File: config.mk
export PLATFORM = sky130hd
export DESIGN_NAME = thor2022_insn_gather
export DESIGN_NICKNAME = d
export VERILOG_FILES = /design/src/rtl/thor2022_insn_gather.sv
export SDC_FILE = /design/constraint.sdc
export NUM_CORES = 1
export LEC_CHECK = 0
export ABC_AREA = 1
export BUFFER_PORTS_ARGS = -buffer_cell sky130_fd_sc_hd__clkbuf_2
export CORE_AREA = 2 2 155 157
export DETAILED_ROUTE_END_ITERATION = 16
export DIE_AREA = 0 0 157 159
export HOLD_SLACK_MARGIN = 0.05
export PLACE_DENSITY = 0.77
export SKIP_CTS_REPAIR_TIMING = 1
export SLEW_MARGIN = 5
export SYNTH_ARGS = -nofsm -noshare
export SYNTH_HDL_FRONTEND = slang
export SYNTH_SLANG_ARGS = --single-unit
File: constraint.sdc
create_clock -name clk_i -period 3.6 [get_ports clk_i]
set_input_delay 0.36 -clock clk_i [delete_from_list [all_inputs] [get_ports clk_i]]
set_output_delay 0.36 -clock clk_i [all_outputs]
set_load 0.01 [all_outputs]
File: src/rtl/thor2022_insn_gather.sv
// Thor2022 instruction gather: bundles EXI/EXIM prefixes with their base instruction into one decode packet.
// Optional EXIM (M-prefix) support is enabled by defining THOR2022_EXIM_EN.
module thor2022_insn_gather #(
    parameter int IW = 64,
    parameter int AW = 32
) (
    input  logic          clk_i,
    input  logic          rst_ni,
    input  logic          flush_i,
    input  logic          in_valid_i,
    output logic          in_ready_o,
    input  logic [IW-1:0] in_ir_i,
    input  logic [AW-1:0] in_pc_i,
    output logic          out_valid_o,
    input  logic          out_ready_i,
    output logic [IW-1:0] ir_o,
    output logic [IW-1:0] xir_o,
    output logic          xval_o,
    output logic [IW-1:0] mir_o,
    output logic          mval_o,
    output logic [AW-1:0] pc_o,
    output logic          grp_open_o,
    output logic          pfx_err_o
);

    localparam logic [7:0] EXI8  = 8'h46;
    localparam logic [7:0] EXI24 = 8'h48;
    localparam logic [7:0] EXI40 = 8'h4A;
    localparam logic [7:0] EXI56 = 8'h4C;
`ifdef THOR2022_EXIM_EN
    localparam logic [7:0] EXIM  = 8'h50;

    typedef enum logic [1:0] {IDLE, GX, GM, GXM} state_t;
`else
    typedef enum logic [0:0] {IDLE, GX} state_t;
`endif

    state_t        state_reg, state_next;
    logic [IW-1:0] xhold_reg, xhold_next;
    logic [AW-1:0] pc_hold_reg, pc_hold_next;
    logic          out_valid_reg, out_valid_next;
    logic [IW-1:0] ir_reg, ir_next;
    logic [IW-1:0] xir_reg, xir_next;
    logic          xval_reg, xval_next;
    logic [AW-1:0] pc_reg, pc_next;
    logic          pfx_err_reg, pfx_err_next;
`ifdef THOR2022_EXIM_EN
    logic [IW-1:0] mhold_reg, mhold_next;
    logic [IW-1:0] mir_reg, mir_next;
    logic          mval_reg, mval_next;
`endif

    logic [7:0] opcode;
    logic       is_x;
    logic       is_m;
    logic       x_held;
    logic       m_held;
    logic       accept;

    assign opcode = in_ir_i[7:0];
    assign is_x   = (opcode == EXI8)  || (opcode == EXI8  + 8'd1) ||
                    (opcode == EXI24) || (opcode == EXI24 + 8'd1) ||
                    (opcode == EXI40) || (opcode == EXI40 + 8'd1) ||
                    (opcode == EXI56) || (opcode == EXI56 + 8'd1);
`ifdef THOR2022_EXIM_EN
    assign is_m   = (opcode == EXIM);
    assign x_held = (state_reg == GX) || (state_reg == GXM);
    assign m_held = (state_reg == GM) || (state_reg == GXM);
`else
    assign is_m   = 1'b0;
    assign x_held = (state_reg == GX);
    assign m_held = 1'b0;
`endif

    // Prefixes are gated by the same ready as base words so a stall never splits a group.
    assign in_ready_o = !out_valid_reg || out_ready_i;
    assign accept     = in_valid_i && in_ready_o && !flush_i;

    always_comb begin
        state_next     = state_reg;
        xhold_next     = xhold_reg;
        pc_hold_next   = pc_hold_reg;
        out_valid_next = out_valid_reg && !out_ready_i;
        ir_next        = ir_reg;
        xir_next       = xir_reg;
        xval_next      = xval_reg;
        pc_next        = pc_reg;
        pfx_err_next   = 1'b0;
`ifdef THOR2022_EXIM_EN
        mhold_next     = mhold_reg;
        mir_next       = mir_reg;
        mval_next      = mval_reg;
`endif
        if (flush_i) begin
            state_next     = IDLE;
            out_valid_next = 1'b0;
        end else if (accept) begin
            if (is_x) begin
                // A late X either replaces the held X or evicts a held M; both are ordering errors.
                xhold_next = in_ir_i;
                state_next = GX;
                if (state_reg == IDLE) pc_hold_next = in_pc_i;
                else                   pfx_err_next = 1'b1;
            end
`ifdef THOR2022_EXIM_EN
            else if (is_m) begin
                mhold_next = in_ir_i;
                case (state_reg)
                    IDLE: begin
                        pc_hold_next = in_pc_i;
                        state_next   = GM;
                    end
                    GX:      state_next   = GXM;
                    default: pfx_err_next = 1'b1;
                endcase
            end
`endif
            else begin
                out_valid_next = 1'b1;
                ir_next        = in_ir_i;
                xir_next       = x_held ? xhold_reg : '0;
                xval_next      = x_held;
                pc_next        = (state_reg == IDLE) ? in_pc_i : pc_hold_reg;
                state_next     = IDLE;
`ifdef THOR2022_EXIM_EN
                mir_next       = m_held ? mhold_reg : '0;
                mval_next      = m_held;
`endif
            end
        end
    end

    always_ff @(posedge clk_i) begin
        if (!rst_ni) begin
            state_reg     <= IDLE;
            xhold_reg     <= '0;
            pc_hold_reg   <= '0;
            out_valid_reg <= 1'b0;
            ir_reg        <= '0;
            xir_reg       <= '0;
            xval_reg      <= 1'b0;
            pc_reg        <= '0;
            pfx_err_reg   <= 1'b0;
`ifdef THOR2022_EXIM_EN
            mhold_reg     <= '0;
            mir_reg       <= '0;
            mval_reg      <= 1'b0;
`endif
        end else begin
            state_reg     <= state_next;
            xhold_reg     <= xhold_next;
            pc_hold_reg   <= pc_hold_next;
            out_valid_reg <= out_valid_next;
            ir_reg        <= ir_next;
            xir_reg       <= xir_next;
            xval_reg      <= xval_next;
            pc_reg        <= pc_next;
            pfx_err_reg   <= pfx_err_next;
`ifdef THOR2022_EXIM_EN
            mhold_reg     <= mhold_next;
            mir_reg       <= mir_next;
            mval_reg      <= mval_next;
`endif
        end
    end

    assign out_valid_o = out_valid_reg;
    assign ir_o        = ir_reg;
    assign xir_o       = xir_reg;
    assign xval_o      = xval_reg;
    assign pc_o        = pc_reg;
    assign grp_open_o  = (state_reg != IDLE) && !m_held ? 1'b1 : (state_reg != IDLE);
    assign pfx_err_o   = pfx_err_reg;
`ifdef THOR2022_EXIM_EN
    assign mir_o       = mir_reg;
    assign mval_o      = mval_reg;
`else
    assign mir_o       = '0;
    assign mval_o      = 1'b0;
`endif

endmodule

Word-level counts from Yosys, hierarchy flattened
Cells that the tools add are included.
{"block": "word_totals", "ff_bits": 260, "input_bits": 101}
{"block": "op_classes", "n_eq_ne": 8, "mux": 6, "bitwise_logic": 4, "n_reduce_logical": 18}
{"operator": "== test 8 x 7 -> 1 bit (second input constant)", "n": 8}
{"operator": "2-to-1 mux 64 bit", "n": 1}
{"operator": "2-to-1 mux 32 bit", "n": 1}
{"operator": "logical OR 1 bit", "n": 8}
{"operator": "AND reduction 3 bit", "n": 2}
{"operator": "2-to-1 mux 1 bit", "n": 4}
{"operator": "NOT 1 bit", "n": 4}
{"operator": "OR reduction 4 bit", "n": 1}
{"operator": "logical AND 1 bit", "n": 3}
{"operator": "logical NOT 1 bit", "n": 3}
{"operator": "OR reduction 2 bit", "n": 1}

Depth between registers and ports, before layout
{"block": "depth", "ltp_word": 10, "ltp_mapped": 10, "depth_no_buf": 9}

Worst setup path after synthesis
No wires, ideal clock.
{"block": "synth_timing", "kind": "input port to flip-flop", "start": "input in_ir_i[5]", "end": "register ir_reg[34], in the netlist ir_o[34]", "arrival_time_ns": 1.327, "t_required_ns": 3.488, "path_slack_ns": 2.162, "stages": 10, "path_buffers": 2, "path_cell_list": "inv_1 nand2_1 nor2_1 nand3_2 nand2_2 inv_2 buf_4 buf_2 nor2_1 nor2_1"}
{"block": "synth_between", "elab_chain_len": 10, "word_cells_on_any_way": 17}
{"item": "from (decl)", "line_no": "12", "source": "input logic [IW-1:0] in_ir_i,"}
{"item": "== test 8 x 7 -> 1 bit", "line_no": "61", "source": "assign is_x = (opcode == EXI8) || (opcode == EXI8 + 8'd1) ||"}
{"item": "logical OR 1 bit (2 in series)", "line_no": "61"}
{"item": "logical OR 1 bit (2 in series)", "line_no": "62", "source": "(opcode == EXI24) || (opcode == EXI24 + 8'd1) ||"}
{"item": "logical OR 1 bit (2 in series)", "line_no": "63", "source": "(opcode == EXI40) || (opcode == EXI40 + 8'd1) ||"}
{"item": "logical OR 1 bit (*)", "line_no": "64", "source": "(opcode == EXI56) || (opcode == EXI56 + 8'd1);"}
{"item": "NOT 1 bit (no source line) (*)"}
{"item": "AND reduction 3 bit (no source line) (*)"}
{"item": "to (signal assigned)", "line_no": "154", "source": "ir_reg <= ir_next;"}
{"item": "to (decl)", "line_no": "42", "source": "logic [IW-1:0] ir_reg, ir_next;"}
Mark *: on every way between the ends. The rest lies on a longest branch, timed or not.
A chain may end at the register's enable or synchronous reset.

Worst setup path after layout
{"block": "layout_timing", "start": "register state_reg", "end": "output grp_open_o"}
{"block": "layout_between", "elab_chain_len": 1}
{"item": "from (decl)", "line_no": "38", "source": "state_t state_reg, state_next;"}
{"item": "from (signal assigned)", "line_no": "150", "source": "state_reg <= state_next;"}
{"item": "2-to-1 mux 1 bit", "line_no": "172", "source": "assign grp_open_o = (state_reg != IDLE) && !m_held ? 1'b1 : (state_reg != IDLE);"}
{"item": "to (decl)", "line_no": "22", "source": "output logic grp_open_o,"}
Every way passes these cells.

==> flow_metrics.tcl <==
set metrics [dict create \
    syn_area_sq_um 11500 \
    hold_class "in -> reg" \
    rsz0062_at_grt "false" \
    worst_slew_pin_slew_ns 1.17 \
    path_class "reg -> out" \
    initial_utilization_pct 49.6 \
    syn_to_final_growth_pct 16.7 \
    cp.depth 2 \
    pre_cts_slack_ns 1.46 \
    hold_viol_final 0 \
    core_sq_um 23200 \
    grt_remaining_overflow 0 \
    p_leak_nw 6.75 \
    synth_cells 1690 \
    grt_usage_pct 22.9 \
    finClkSkew_ns 0.00821 \
    clock.fmax_mhz 421 \
    synth_cell_type_count 20 \
    dpl.hpwl_um 18100 \
    htreeDepth 1 \
    max_stage_delay_ns 0.65 \
    worst_slack_ns 1.22 \
    max-vdd-ir-drop_v 0.000342 \
    grt_max_degree 255 \
    wl_per_cell_um 13.5 \
    critPathCaptureType "primary output" \
    period_share_pct 66.0 \
    cts-root-buf "clkbuf_16" \
    ys_seq_area_share_pct 45.2 \
    min_period_ns 2.38 \
    vias 10800 \
    cts.clk_slew.worst_paths_ns 0.06 \
    worst-path-buf-inv 2 \
    layout.cells.non_filler 2211 \
    ios 331 \
    gp_congestion 0.839 \
    min_path_cells 3 \
    power.density_nw_per_um2 482 \
    cp.required_ns 3.24 \
    cts_tree "built" \
    wirelength_um 29800 \
    wl_met1_um 12600 \
    worstHoldStart "rst_ni" \
    grt_pass1_vias 9722 \
    io_buffers 265 \
    wl_met2_um 14600 \
    cts.path.max_buffers 3 \
    rr_worst_depth 5 \
    crit_start "state_reg" \
    die_h_um 159 \
    rr_startpoint "state_reg" \
    fin_area_sq_um 13400 \
    worstPathCellList "buf_4 > clkbuf_2" \
    n_antenna_cell 0 \
    grt_pass1_wl_um 48000 \
    maxCapViolCount 0 \
    cp.arrival_ns 2.02 \
    setup-violations-final 0 \
    drtPass1Iterations 5 \
    nFillCells 2266 \
    layout-drive-gt1-share_pct 19.0 \
    drt_iter0_markers 635 \
    fin_tns_setup_ns 0 \
    slew_headroom_pct 21.7 \
    ys_warn_count 0 \
    numCtsBuffers 28 \
    placed_cells 2162 \
    whs_ns 0.0725 \
    cts_num_sinks 260 \
    final_core_util_pct 57.9 \
    antenna_found_initial 0 \
    clock_latency_ns 0.53 \
    die_x_um 157 \
    rows 56 \
    fin_nets 1974 \
    post_drt_via_cell_ratio 4.89 \
    place_area_sq_um 12500 \
    wl_met3_um 2030 \
    slew_viol_final 0 \
    total_power_mw 6.47 \
    post-route-drc-count 0 \
    status "finished, final reports clean" \
    critPathSlowestCell "dfxtp_4" \
    ys_seq_elements 260 \
    detail-route-antenna-nets 0 \
    crit_fanout 52 \
    dieArea_sq_um 25000 \
    routed.top_layer "met4" \
    critPathTopFamily "buffers and inverters" \
    avgSynthCellArea_sq_um 6.81 \
    start_kind "flip-flop" \
]
## synth_stat cells
cell      count  area, sq um
nand2_1     322         1210
buf_2        61          305
buf_4        81          608
dfxtp_1     260         5200
nor3_1        1         5.00
o21ai_0      33          165
nand3_1     258         1290
inv_2         3         11.3
conb_1        1         3.75
inv_1       136          510
nand2_2       2         12.5
nand3_2       1         10.0
nor2_4        1         11.3
buf_6         1         11.3
or2_2        32          200
a21oi_1      66          330
clkbuf_1     45          169
nor2_2        1         6.26
buf_1         1         3.75
nor2_1      384         1440
## worst paths after layout
| check | end | slack [ns] |
|---|---|---|
| setup / recovery | grp_open_o | 1.22 |
| hold / removal | xhold_reg[9] | 0.07 |
| setup reg to reg | pc_hold_reg[19] | 1.48 |
| hold reg to reg | xhold_reg[4] | 0.45 |
## metal layers
metal / GRT usage (%) / vias to the layer above
met3: 3.54 / 47
met2: 39.2 / 396
li1: - / 5448
met1: 29.9 / 4916
met4: 6.55 / 0
met5: 0 / -
## power breakdown
part | leakage, nW | internal, mW | switching [mW]
combinational | 4.20 | 0.214 | 0.411
clock | 0.438 | 1.69 | 1.14
sequential | 2.11 | 2.96 | 0.0517
total | 6.75 | 4.87 | 1.60
## kinds of logic after synthesis
kind of cell	synth area share (%)
buf+inv	14.1
compound gates	4.30
other cells	0.0326
flops	45.2
simple gates	36.4
## cell type report
type                    instances  area (sq um)  area share (%)
flip-flops and latches        260          5210            38.8
multi-input cells            1166          4950            36.8
repair buffers                278          1460            10.8
clock buffers                  43           818            6.09
inverters                     139           523            3.89
well taps                     319           399            2.97
clock inverters                 6          82.6           0.615
## worst register-to-register path: stages (launching register included)
cell and delay (ns):
dfxtp_4 0.65, inv_1 0.59, o21ai_0 0.47, nand3_1 0.14, nand2_1 0.12, nor2_1 0.05
## placed cells by master (no fill, tap or decap)
master / synthesis / final
a21oi_1: 66 / 66
buf_12: 0 / 2
buf_4: 81 / 11
buf_6: 1 / 1
bufinv_16: 0 / 2
clkbuf_1: 45 / 10
clkbuf_16: 0 / 29
clkbuf_2: 0 / 264
clkbuf_8: 0 / 4
clkinv_2: 0 / 4
clkinvlp_4: 0 / 1
conb_1: 1 / 65
dfxtp_1: 260 / 259
dfxtp_4: 0 / 1
inv_1: 136 / 135
inv_2: 3 / 3
nand2_1: 322 / 322
nand2_2: 2 / 2
nand3_1: 258 / 258
nand3_4: 0 / 1
nor2_1: 384 / 383
nor2_4: 1 / 3
nor3_1: 1 / 1
o21ai_0: 33 / 33
or2_2: 32 / 32
No activity file was read; power rests on OpenSTA's default activity.
